File: src/rtl/sap_control_sequencer_if.sv
// ----------------------------------------------------------------------------
// sap_control_sequencer_if
//
// Purpose:
//   Bundles the control sequencer's datapath-facing signals: the opcode and
//   ALU status coming in, and the one-hot control lines, debug step and flag
//   outputs going back out to the SAP-style 8-bit datapath.
//
// Signals:
//   ir_op[3:0]   opcode field IR[7:4], valid from T2 onward
//   alu_carry    ALU carry-out
//   alu_zero     ALU result == 0
//   pc_clr       program counter clear (registered)
//   pc_inc       program counter increment
//   pc_jmp       program counter load from bus
//   pc_oe        program counter drive bus
//   mar_in       MAR load from bus
//   ram_in       RAM write from bus
//   ram_oe       RAM drive bus
//   ir_in        IR load
//   ir_oe        IR operand (low nibble) drive bus
//   a_in / a_oe  A register load / drive bus
//   b_in         B register load
//   alu_oe       ALU drive bus
//   alu_sub      ALU subtract
//   out_in       output register load
//   hlt          clock halt request
//   step[2:0]    current T-state (debug)
//   c_flag       registered carry flag
//   z_flag       registered zero flag
//
// Modports:
//   master  the sequencer (drives control lines, reads opcode/ALU status)
//   slave   the datapath side (the reverse)
// ----------------------------------------------------------------------------
interface sap_control_sequencer_if;
    logic [3:0] ir_op;
    logic       alu_carry;
    logic       alu_zero;

    logic       pc_clr;
    logic       pc_inc;
    logic       pc_jmp;
    logic       pc_oe;
    logic       mar_in;
    logic       ram_in;
    logic       ram_oe;
    logic       ir_in;
    logic       ir_oe;
    logic       a_in;
    logic       a_oe;
    logic       b_in;
    logic       alu_oe;
    logic       alu_sub;
    logic       out_in;
    logic       hlt;
    logic [2:0] step;
    logic       c_flag;
    logic       z_flag;

    modport master (
        input  ir_op, alu_carry, alu_zero,
        output pc_clr, pc_inc, pc_jmp, pc_oe, mar_in, ram_in, ram_oe,
               ir_in, ir_oe, a_in, a_oe, b_in, alu_oe, alu_sub, out_in,
               hlt, step, c_flag, z_flag
    );

    modport slave (
        output ir_op, alu_carry, alu_zero,
        input  pc_clr, pc_inc, pc_jmp, pc_oe, mar_in, ram_in, ram_oe,
               ir_in, ir_oe, a_in, a_oe, b_in, alu_oe, alu_sub, out_in,
               hlt, step, c_flag, z_flag
    );
endinterface

File: src/rtl/sap_control_sequencer.sv
// ----------------------------------------------------------------------------
// sap_control_sequencer
//
// Purpose:
//   Microcoded control sequencer for the 8-bit SAP-style datapath. Steps each
//   instruction through fetch (T0, T1) and execute (T2..T4) T-states, decoding
//   the one-hot control lines from the current step, opcode and registered
//   carry/zero flags. Holds the flag register, the halt latch and the
//   registered program-counter clear; it is the only driver of the program
//   counter's control pins.
//
// Ports:
//   clk    system clock, all state updates on the rising edge
//   clr_n  asynchronous active-low reset
//   bus    sap_control_sequencer_if.master (opcode/ALU status in,
//          control lines, step and flags out)
//
// Configuration:
//   SEQ_EARLY_END_EN  when defined, an instruction returns to T0 right after
//                     its last step carrying microcode instead of always
//                     running through T4.
// ----------------------------------------------------------------------------
module sap_control_sequencer (
    input  logic                          clk,
    input  logic                          clr_n,
    sap_control_sequencer_if.master       bus
);

    typedef enum logic [2:0] {
        T0 = 3'd0,
        T1 = 3'd1,
        T2 = 3'd2,
        T3 = 3'd3,
        T4 = 3'd4
    } step_t;

    localparam logic [3:0] OP_LDA = 4'h1;
    localparam logic [3:0] OP_ADD = 4'h2;
    localparam logic [3:0] OP_SUB = 4'h3;
    localparam logic [3:0] OP_STA = 4'h4;
    localparam logic [3:0] OP_LDI = 4'h5;
    localparam logic [3:0] OP_JMP = 4'h6;
    localparam logic [3:0] OP_JC  = 4'h7;
    localparam logic [3:0] OP_JZ  = 4'h8;
    localparam logic [3:0] OP_OUT = 4'hE;
    localparam logic [3:0] OP_HLT = 4'hF;

    step_t step_q, step_d;
    logic  c_q, z_q;
    logic  halted_q;
    logic  pc_clr_q;

    logic  run;        // decode enabled: out of reset, clear cycle done, not halted
    logic  flags_in;   // ADD/SUB T4 captures ALU status into C/Z
    logic  halt_now;   // HLT at T2: set the halt latch at this edge
    logic  last_step;  // current step ends the instruction

    // Reset, the post-reset clear cycle and the halt latch all silence the
    // decode; clr_n is used directly so lines drop the instant reset asserts.
    assign run = clr_n & ~pc_clr_q & ~halted_q;

    // ------------------------------------------------------------------
    // State register
    // ------------------------------------------------------------------
    // NOTE: sequential state uses non-blocking assignments so every register
    // samples the pre-edge values; blocking here would create ordering races.
    always_ff @(posedge clk or negedge clr_n) begin
        if (!clr_n) begin
            step_q   <= T0;
            c_q      <= 1'b0;
            z_q      <= 1'b0;
            halted_q <= 1'b0;
            pc_clr_q <= 1'b1;
        end else begin
            step_q   <= step_d;
            pc_clr_q <= 1'b0;
            if (halt_now) begin
                halted_q <= 1'b1;
            end
            if (flags_in) begin
                c_q <= bus.alu_carry;
                z_q <= bus.alu_zero;
            end
        end
    end

    // ------------------------------------------------------------------
    // Last-step table
    // ------------------------------------------------------------------
    always_comb begin
`ifdef SEQ_EARLY_END_EN
        unique case (bus.ir_op)
            OP_LDA, OP_STA:                         last_step = (step_q == T3);
            OP_ADD, OP_SUB:                         last_step = (step_q == T4);
            OP_LDI, OP_JMP, OP_JC, OP_JZ,
            OP_OUT, OP_HLT:                         last_step = (step_q == T2);
            default:                                last_step = (step_q == T1);
        endcase
`else
        last_step = (step_q == T4);
`endif
    end

    // ------------------------------------------------------------------
    // Next step and control decode
    // ------------------------------------------------------------------
    // NOTE: every output of this block gets a default before the case
    // statements, so no path leaves a signal unassigned and no latch is
    // inferred.
    always_comb begin
        step_d      = step_q;
        flags_in    = 1'b0;
        halt_now    = 1'b0;

        bus.pc_inc  = 1'b0;
        bus.pc_jmp  = 1'b0;
        bus.pc_oe   = 1'b0;
        bus.mar_in  = 1'b0;
        bus.ram_in  = 1'b0;
        bus.ram_oe  = 1'b0;
        bus.ir_in   = 1'b0;
        bus.ir_oe   = 1'b0;
        bus.a_in    = 1'b0;
        bus.a_oe    = 1'b0;
        bus.b_in    = 1'b0;
        bus.alu_oe  = 1'b0;
        bus.alu_sub = 1'b0;
        bus.out_in  = 1'b0;

        if (run) begin
            unique case (step_q)
                T0: begin
                    bus.pc_oe  = 1'b1;
                    bus.mar_in = 1'b1;
                end
                T1: begin
                    bus.ram_oe = 1'b1;
                    bus.ir_in  = 1'b1;
                    bus.pc_inc = 1'b1;
                end
                T2: begin
                    unique case (bus.ir_op)
                        OP_LDA, OP_ADD, OP_SUB, OP_STA: begin
                            bus.ir_oe  = 1'b1;
                            bus.mar_in = 1'b1;
                        end
                        OP_LDI: begin
                            bus.ir_oe = 1'b1;
                            bus.a_in  = 1'b1;
                        end
                        OP_JMP: begin
                            bus.ir_oe  = 1'b1;
                            bus.pc_jmp = 1'b1;
                        end
                        // Conditional jumps look at the registered flags, so a
                        // preceding ADD/SUB's result is already visible here.
                        OP_JC: begin
                            bus.ir_oe  = c_q;
                            bus.pc_jmp = c_q;
                        end
                        OP_JZ: begin
                            bus.ir_oe  = z_q;
                            bus.pc_jmp = z_q;
                        end
                        OP_OUT: begin
                            bus.a_oe   = 1'b1;
                            bus.out_in = 1'b1;
                        end
                        OP_HLT: begin
                            halt_now = 1'b1;
                        end
                        default: ;
                    endcase
                end
                T3: begin
                    unique case (bus.ir_op)
                        OP_LDA: begin
                            bus.ram_oe = 1'b1;
                            bus.a_in   = 1'b1;
                        end
                        OP_ADD, OP_SUB: begin
                            bus.ram_oe = 1'b1;
                            bus.b_in   = 1'b1;
                        end
                        OP_STA: begin
                            bus.a_oe   = 1'b1;
                            bus.ram_in = 1'b1;
                        end
                        default: ;
                    endcase
                end
                T4: begin
                    if (bus.ir_op == OP_ADD || bus.ir_op == OP_SUB) begin
                        bus.alu_oe  = 1'b1;
                        bus.a_in    = 1'b1;
                        bus.alu_sub = (bus.ir_op == OP_SUB);
                        flags_in    = 1'b1;
                    end
                end
                default: ;
            endcase

            // Step freezes at the HLT edge; the halt latch keeps it there.
            if (!halt_now) begin
                step_d = last_step ? T0 : step_t'(step_q + 3'd1);
            end
        end
    end

    // ------------------------------------------------------------------
    // Registered / status outputs
    // ------------------------------------------------------------------
    assign bus.pc_clr = pc_clr_q;
    assign bus.hlt    = halted_q | halt_now;
    assign bus.step   = step_q;
    assign bus.c_flag = c_q;
    assign bus.z_flag = z_q;

endmodule

File: src/flat_wrapper.sv
// flat-port wrapper written by rule: the top's interface ports become plain ports
module sap_control_sequencer_flat 
  (clk, clr_n, bus_ir_op, bus_alu_carry, bus_alu_zero, bus_pc_clr, bus_pc_inc, bus_pc_jmp, bus_pc_oe, bus_mar_in, bus_ram_in, bus_ram_oe, bus_ir_in, bus_ir_oe, bus_a_in, bus_a_oe, bus_b_in, bus_alu_oe, bus_alu_sub, bus_out_in, bus_hlt, bus_step, bus_c_flag, bus_z_flag);
  sap_control_sequencer_if bus_i ();
  input  logic clk;
  input  logic clr_n;
  input wire logic [$bits(bus_i.ir_op)-1:0] bus_ir_op;
  input wire logic [$bits(bus_i.alu_carry)-1:0] bus_alu_carry;
  input wire logic [$bits(bus_i.alu_zero)-1:0] bus_alu_zero;
  output wire logic [$bits(bus_i.pc_clr)-1:0] bus_pc_clr;
  output wire logic [$bits(bus_i.pc_inc)-1:0] bus_pc_inc;
  output wire logic [$bits(bus_i.pc_jmp)-1:0] bus_pc_jmp;
  output wire logic [$bits(bus_i.pc_oe)-1:0] bus_pc_oe;
  output wire logic [$bits(bus_i.mar_in)-1:0] bus_mar_in;
  output wire logic [$bits(bus_i.ram_in)-1:0] bus_ram_in;
  output wire logic [$bits(bus_i.ram_oe)-1:0] bus_ram_oe;
  output wire logic [$bits(bus_i.ir_in)-1:0] bus_ir_in;
  output wire logic [$bits(bus_i.ir_oe)-1:0] bus_ir_oe;
  output wire logic [$bits(bus_i.a_in)-1:0] bus_a_in;
  output wire logic [$bits(bus_i.a_oe)-1:0] bus_a_oe;
  output wire logic [$bits(bus_i.b_in)-1:0] bus_b_in;
  output wire logic [$bits(bus_i.alu_oe)-1:0] bus_alu_oe;
  output wire logic [$bits(bus_i.alu_sub)-1:0] bus_alu_sub;
  output wire logic [$bits(bus_i.out_in)-1:0] bus_out_in;
  output wire logic [$bits(bus_i.hlt)-1:0] bus_hlt;
  output wire logic [$bits(bus_i.step)-1:0] bus_step;
  output wire logic [$bits(bus_i.c_flag)-1:0] bus_c_flag;
  output wire logic [$bits(bus_i.z_flag)-1:0] bus_z_flag;
  assign bus_i.ir_op = bus_ir_op;
  assign bus_i.alu_carry = bus_alu_carry;
  assign bus_i.alu_zero = bus_alu_zero;
  assign bus_pc_clr = bus_i.pc_clr;
  assign bus_pc_inc = bus_i.pc_inc;
  assign bus_pc_jmp = bus_i.pc_jmp;
  assign bus_pc_oe = bus_i.pc_oe;
  assign bus_mar_in = bus_i.mar_in;
  assign bus_ram_in = bus_i.ram_in;
  assign bus_ram_oe = bus_i.ram_oe;
  assign bus_ir_in = bus_i.ir_in;
  assign bus_ir_oe = bus_i.ir_oe;
  assign bus_a_in = bus_i.a_in;
  assign bus_a_oe = bus_i.a_oe;
  assign bus_b_in = bus_i.b_in;
  assign bus_alu_oe = bus_i.alu_oe;
  assign bus_alu_sub = bus_i.alu_sub;
  assign bus_out_in = bus_i.out_in;
  assign bus_hlt = bus_i.hlt;
  assign bus_step = bus_i.step;
  assign bus_c_flag = bus_i.c_flag;
  assign bus_z_flag = bus_i.z_flag;
  sap_control_sequencer u_core (.clk(clk), .clr_n(clr_n), .bus(bus_i));
endmodule
File: config.mk
export PLATFORM = sky130hd
export DESIGN_NAME = sap_control_sequencer_flat
export DESIGN_NICKNAME = d
export VERILOG_FILES = /design/src/rtl/sap_control_sequencer_if.sv /design/src/rtl/sap_control_sequencer.sv /design/src/flat_wrapper.sv
export SDC_FILE = /design/constraint.sdc
export NUM_CORES = 1
export LEC_CHECK = 0
export CAP_MARGIN = 20
export CORE_MARGIN = 4
export CORE_UTILIZATION = 35
export CTS_CLUSTER_SIZE = 14
export DETAILED_ROUTE_END_ITERATION = 16
export PLACE_DENSITY = 0.68
export SETUP_SLACK_MARGIN = 0.05
export SYNTH_ARGS = -nofsm -noshare
export SYNTH_HDL_FRONTEND = slang
export SYNTH_SLANG_ARGS = --single-unit
export TNS_END_PERCENT = 1
File: constraint.sdc
create_clock -name clk -period 4.65 [get_ports clk]
set_clock_uncertainty 0.05 [all_clocks]
set_input_delay 0.465 -clock clk [delete_from_list [all_inputs] [get_ports clk]]
set_output_delay 0.465 -clock clk [all_outputs]
set_load 0.03 [all_outputs]
==> results.md <==
* Outcome: finished, final reports clean
* Hold Path Class: primary input to asynchronous set/reset pin
* Tcrit/Tclk final at roughly 74%
* Fraction of layout cells with a size suffix above 1 at 14.3%
* Unrepaired setup endpoints after global routing: false
* DR DRC count at 0
* Die Height at about 53 microns
* Critical path fanouts, max at 12
* Mapped cell area at 693 sq um
* Number of flops mapped to enable cells by yosys at 0
* Wirelength per Cell at 12.7 microns
* Die Wd at between 50 and 60 microns
* Max-cap violations at 0
* CP max stage delay at around 0.73 ns
* Crit start category: primary input
* Setup bufs post-CTS at 0
* Yosys reg bits at 7
* DRT Pass-1 Iters at 4
* Worst hold slack at 0.448 ns
* Total GRT Usage at around 14%
* Detailed Place HPWL at 1330 microns
* Inserted Clock Buffers at 3
* Pin count of the biggest net entering global routing at 14
* F_max at 0.291 GHz
* Hold_buf cts at 0
* Mapped Cells at 78
* CTS tree: yes
* Final ANT Viol Nets at 0
* Leakage Power at between 0.4 and 0.5 nW
* Top FF cell, synth: dfrtp_1
* Yosys warnings at 0
* Clock transition at path regs at 0.05 ns
* CP Cell Sequence: clkdlybuf4s50_1 > or3b_4 > nand3b_4 > a2111oi_2 > clkdlybuf4s50_1
* Port bufs at 28
* Count of unique library cells instantiated by Yosys at 40
* Worst IR drop on VDD at 0.000260 V
* Sink Count at 7
* Syn Nets at around 90
* Final Max Tran Viols at 0
* Residual overflow from global routing at 0
* CTS resizes at 0
* Vias in the first global route at 689
* Total Wirelength at approximately 1600 microns
* Endpoints failing setup at 0
* Initial Util at between 30% and 40%
* H-tree depth at 1
* Worst Path Required at 4.14 ns
* Clock Path Buffers at 2
* Root buf cell: clkbuf_4
* Avg Inst Size Synth at a little under 9 sq um
* Final-layout fill cell count at around 180
* CP Capture Type: primary output
* CP max stage cell: clkdlybuf4s50_1
* Nets at between 100 and 150
* # IOs at 29
* Async SR Flop Fraction at 100%
* Vias per cell at approximately 5.0
* Sequential-to-total area share from yosys stat at approximately a quarter
* First-pass GRT wire length at around 2900 microns
* Setup Crit Path Kind: primary input to primary output
* Buf+Inv Stages, Crit Path at 2
* Arr. time, crit path at 2.92 ns
* Cell mode on critical path: clkdlybuf4s50_1
* Initial DRC Count at 2
* Vias at around 650
* Fin. Hold Viols at 0
* Core area at between 1500 and 2000 sq um
* PwrDens at around 420 nW/um^2
* Die area at roughly 2800 sq um
* Fin Setup TNS at 0 ns
* Synth-to-Final Area Change at 43.7%
* Largest delay share family, worst path: buffers and inverters
* Cell Rows at 15
* Initial antenna violation count at 0
* # diodes at 0
* Clk Latency, worst-skew pair at approximately 0.25 ns
* GPL Wtd Cong at 0.820
* Tmin final at roughly 3.4 ns
[metrics by stage]
step	setup slack, ns	cells	instance area, sq um	util (%)	power, mW
CTS	1.18	130	996	55.3	0.426
global placement	1.23	126	970	53.8	0.365
global route	1.06	130	996	55.3	0.454
floorplan	1.23	78	693	-	0.287
finish	1.21	130	996	55.3	0.419
detailed placement	1.18	126	970	53.8	0.369
[final timing paths]
| check | startpoint | endpoint | slack, ns | cells after the start |
|---|---|---|---|---|
| max in group asynchronous | clr_n | u_core.bus.pc_clr$_DFF_PN1_ | 3.80 | 1 |
| worst min-delay path | clr_n | u_core.bus.step[2]$_DFFE_PN0P_ | 0.45 | 1 |
| min in group clk | u_core.halted_q$_DFFE_PN0P_ | u_core.halted_q$_DFFE_PN0P_ | 0.46 | 1 |
| worst max register to register | u_core.bus.step[0]$_DFFE_PN0P_ | u_core.bus.step[0]$_DFFE_PN0P_ | 2.79 | 5 |
| worst max-delay path | clr_n | bus_ir_oe | 1.21 | 5 |
| worst min register to register | u_core.halted_q$_DFFE_PN0P_ | u_core.halted_q$_DFFE_PN0P_ | 0.46 | 1 |
[synth_stat cells, types with 2 or more instances]
cell | n | area [sq um]
a21oi_1 | 3 | 15.0
a31o_2 | 2 | 17.5
and2_1 | 2 | 12.5
buf_4 | 2 | 15.0
dfrtp_1 | 6 | 150
ha_1 | 5 | 62.6
inv_1 | 5 | 18.8
mux2_2 | 3 | 33.8
nand2_1 | 6 | 22.5
nand2b_1 | 2 | 12.5
nand4b_1 | 2 | 17.5
nor2_1 | 8 | 30.0
nor2b_1 | 2 | 12.5
nor3_1 | 3 | 15.0
or3_1 | 2 | 12.5
[registers in the layout (all words and copies together), names as in the netlist]
| register | flops |
|---|---|
| u_core.bus.step | 3 |
| u_core.bus.z_flag | 1 |
| u_core.bus.pc_clr | 1 |
| u_core.halted_q | 1 |
| u_core.bus.c_flag | 1 |
[routing by layer]
layer | track usage, % | vias up | share of wire [%]
met4 | 5.11 | 0 | 0.85
met3 | 1.99 | 2 | 4.3
li1 | - | 334 | -
met2 | 24.2 | 19 | 50
met5 | 0 | - | 0
met1 | 16.4 | 299 | 44
[where the power goes]
part / leakage (nW) / switching [mW] / internal [mW] / total (mW)
Sequential: 0.0873 / 0.0312 / 0.0817 / 0.113
Combinational: 0.318 / 0.142 / 0.111 / 0.254
Clock: 0.0150 / 0.0199 / 0.0326 / 0.0525
[cell families after synthesis]
logic type,share of synthesized area (%)
other cells,0.541
compound gates,18.2
fa+ha+maj,9.03
flops,25.5
buf+inv,7.76
mux,6.32
simple gates,32.7
[worst reg2reg max path, stage by stage (launching register included)]
cell,delay (ns)
dfrtp_1,0.45
inv_1,0.11
ha_1,0.28
nand4b_1,0.19
o21bai_1,0.29
mux2_2,0.37
[placed cells by master, fill, tap and decap left out, types with 2 or more instances in the layout]
master,synthesis,final
nor2_1,8,8
clkbuf_4,0,3
nand2_1,6,6
nand4b_1,2,2
mux2_2,3,3
a21oi_1,3,3
inv_1,5,5
and2_1,2,2
clkdlybuf4s50_1,0,28
nand2b_1,2,2
nor3_1,3,3
nor2b_1,2,2
ha_1,5,5
or3_1,2,2
a31o_2,2,2
dfrtp_1,6,6
[area by class of cell]
type	count	area [sq um]	share of cell area, %
clock buffer	4	26.3	2.64
inverter	5	18.8	1.88
multi-input combinational	61	463	46.5
sequential	7	176	17.7
tap	25	31.3	3.14
timing repair buffer	28	280	28.1
No activity file was read; power rests on OpenSTA's default activity.
==> RTL change 1, RTL diff (same settings) <==
Add a define of `SEQ_EARLY_END_EN`.
--- a/src/rtl/sap_control_sequencer.sv
+++ b/src/rtl/sap_control_sequencer.sv
@@ -20,6 +20,8 @@
 //                     its last step carrying microcode instead of always
 //                     running through T4.
 // ----------------------------------------------------------------------------
+`define SEQ_EARLY_END_EN
+
 module sap_control_sequencer (
     input  logic                          clk,
     input  logic                          clr_n,
Function: changed (Yosys sat finds a counterexample within 4 cycles, from zero or initial values).
==> RTL change 1 against the unedited design <==
- area after synthesis is 0.90% higher
- largest cell class unchanged
- wire length is 10% higher
- worst hold slack worse by 0.017 ns
- worst setup slack better by 0.14 ns
- power is 0.40% higher
- cell area is 0.88% higher
- register-to-register slack worse by 0.18 ns
- sequential cell count stayed put
==> RTL change 1: results (changes against the unedited design) <==
| Metric | Value |
|---|---|
| Post-synthesis net count | 105 (+15%) |
| Status | completed |
| Synth Flop Type | dfrtp_1 |
| Fin cells | 143 (+10%) |
| Vias in the first global route | 722 (+4.8%) |
| Share of cells above drive strength 1 | 9.32% (-5.0 points) |
| CP startpoint | bus_ir_op[0] |
| Syn_area_per_cell | 7.60 um2 (-14%) |
| Met3 Resource Use GR | 2.56% (+0.57 points) |
| CTS Root Cell | clkbuf_4 |
| R2R cell count | 7 (+2) |
| Layout Nets | 132 (+11%) |
| Cells taking the most area after synthesis | dfrtp_1, ha_1, nor3_1, and3_1, inv_1 |
| Clk_lat worst skew | 0.24 ns |
| Post-DP HPWL | 1.43 mm (+7.6%) |
| Drt initial violations | 6 (+4) |
| Worst-case hold slack | 0.430 ns (-0.0174 ns) |
| Largest net degree at the start of global routing | 16 (+2) |
| Worst min-delay path category | input pin to asynchronous set/reset pin |
| GRT met1 Usage | 19.5% (+3.1 points) |
| Overall Global Routing Usage | 14.9% (+1.2 points) |
| Maximum vdd ir drop | 0.248 mV (-4.4%) |
| Synth cell types | 38 (-5.0%) |
| Worst path arrival time | 2.79 ns (-0.13 ns) |
| DP Area | 978 um2 (+0.90%) |
| Pre-CTS WS | 1.37 ns (+0.187 ns) |
| CTS buffer count | 3 (unchanged) |
| Final wirelength | 1.82 mm (+10%) |
| Reg-to-reg endpoint | u_core.bus.step[2] |
| Via count | 747 (+14%) |
| First-pass GRT wire length | 3.16 mm (+10%) |
| LEAKAGE | 0.000434 uW (+3.3%) |
| Worst-case clock buffer depth | 2 (unchanged) |
| Initial DRT Pass Iterations | 4 (unchanged) |
| Reg2Reg Setup Slack | 2.61 ns (-0.18 ns) |
| CP Max Fanout | 13 (+1) |
| Sequential area share after synthesis | 25.2% (-0.23 points) |
| Synth top cells by count | inv_1, nand2_1, nor2_1, nor3_1, dfrtp_1 |
| Met2 usage | 22.9% (-1.2 points) |
-- RTL change 1: where the power goes --
part	total [uW]	internal, uW	leakage, uW	switching [uW]
Sequential	103	81.7	0.0000844	21.5
Clock	52.8	32.6	0.0000150	20.2
Combinational	265	108	0.000335	158
Total	421	222	0.000434	199
-- RTL change 1: cell families (layout without fill, tap and decap cells) --
family | after synthesis | after routing | share of synthesized area, %
buffers and inverters | 15 | 41 | 10.0
multiplexers | 1 | 1 | 1.61
other | 1 | 1 | 0.536
flip-flops | 7 | 7 | 25.2
AND/OR/NAND/NOR | 38 | 38 | 27.6
adder cells (fa/ha/maj) | 5 | 5 | 8.94
XOR/XNOR | 2 | 2 | 2.50
AO/OA/AOI/OAI | 23 | 23 | 23.6
-- RTL change 1: how the worst max path moves through the flow --
stage | end | slack (ns) | cells past startpoint
6_report | bus_ir_oe | 1.35 | 6
3_3_place_gp | bus_ir_oe | 1.47 | 6
2_1_floorplan | bus_a_oe | 2.18 | 5
5_1_grt | bus_ir_oe | 1.24 | 6
3_5_place_dp | bus_ir_oe | 1.37 | 6
4_1_cts | bus_ir_oe | 1.36 | 6
-- RTL change 1: metal layers --
metal  part of all wire (%)  wire [um]
met5                      0          0
met4                   0.77         14
met3                    7.1        129
met2                     45        820
met1                     47        853
-- RTL change 1: final cells by class --
| type | instances | area [um2] |
|---|---|---|
| clock buffer | 4 | 26.3 |
| fill | 184 | 797 |
| inverter | 8 | 30.0 |
| multi-input combinational | 70 | 453 |
| sequential | 7 | 176 |
| tap | 25 | 31.3 |
| timing repair buffer | 29 | 288 |
-- RTL change 1: worst max-delay path, cell delays in order --
cell	delay (ns)
clkdlybuf4s50_1	0.63
or2_2	0.44
nor3_1	0.24
a22oi_1	0.15
a21oi_1	0.17
clkdlybuf4s50_1	0.69
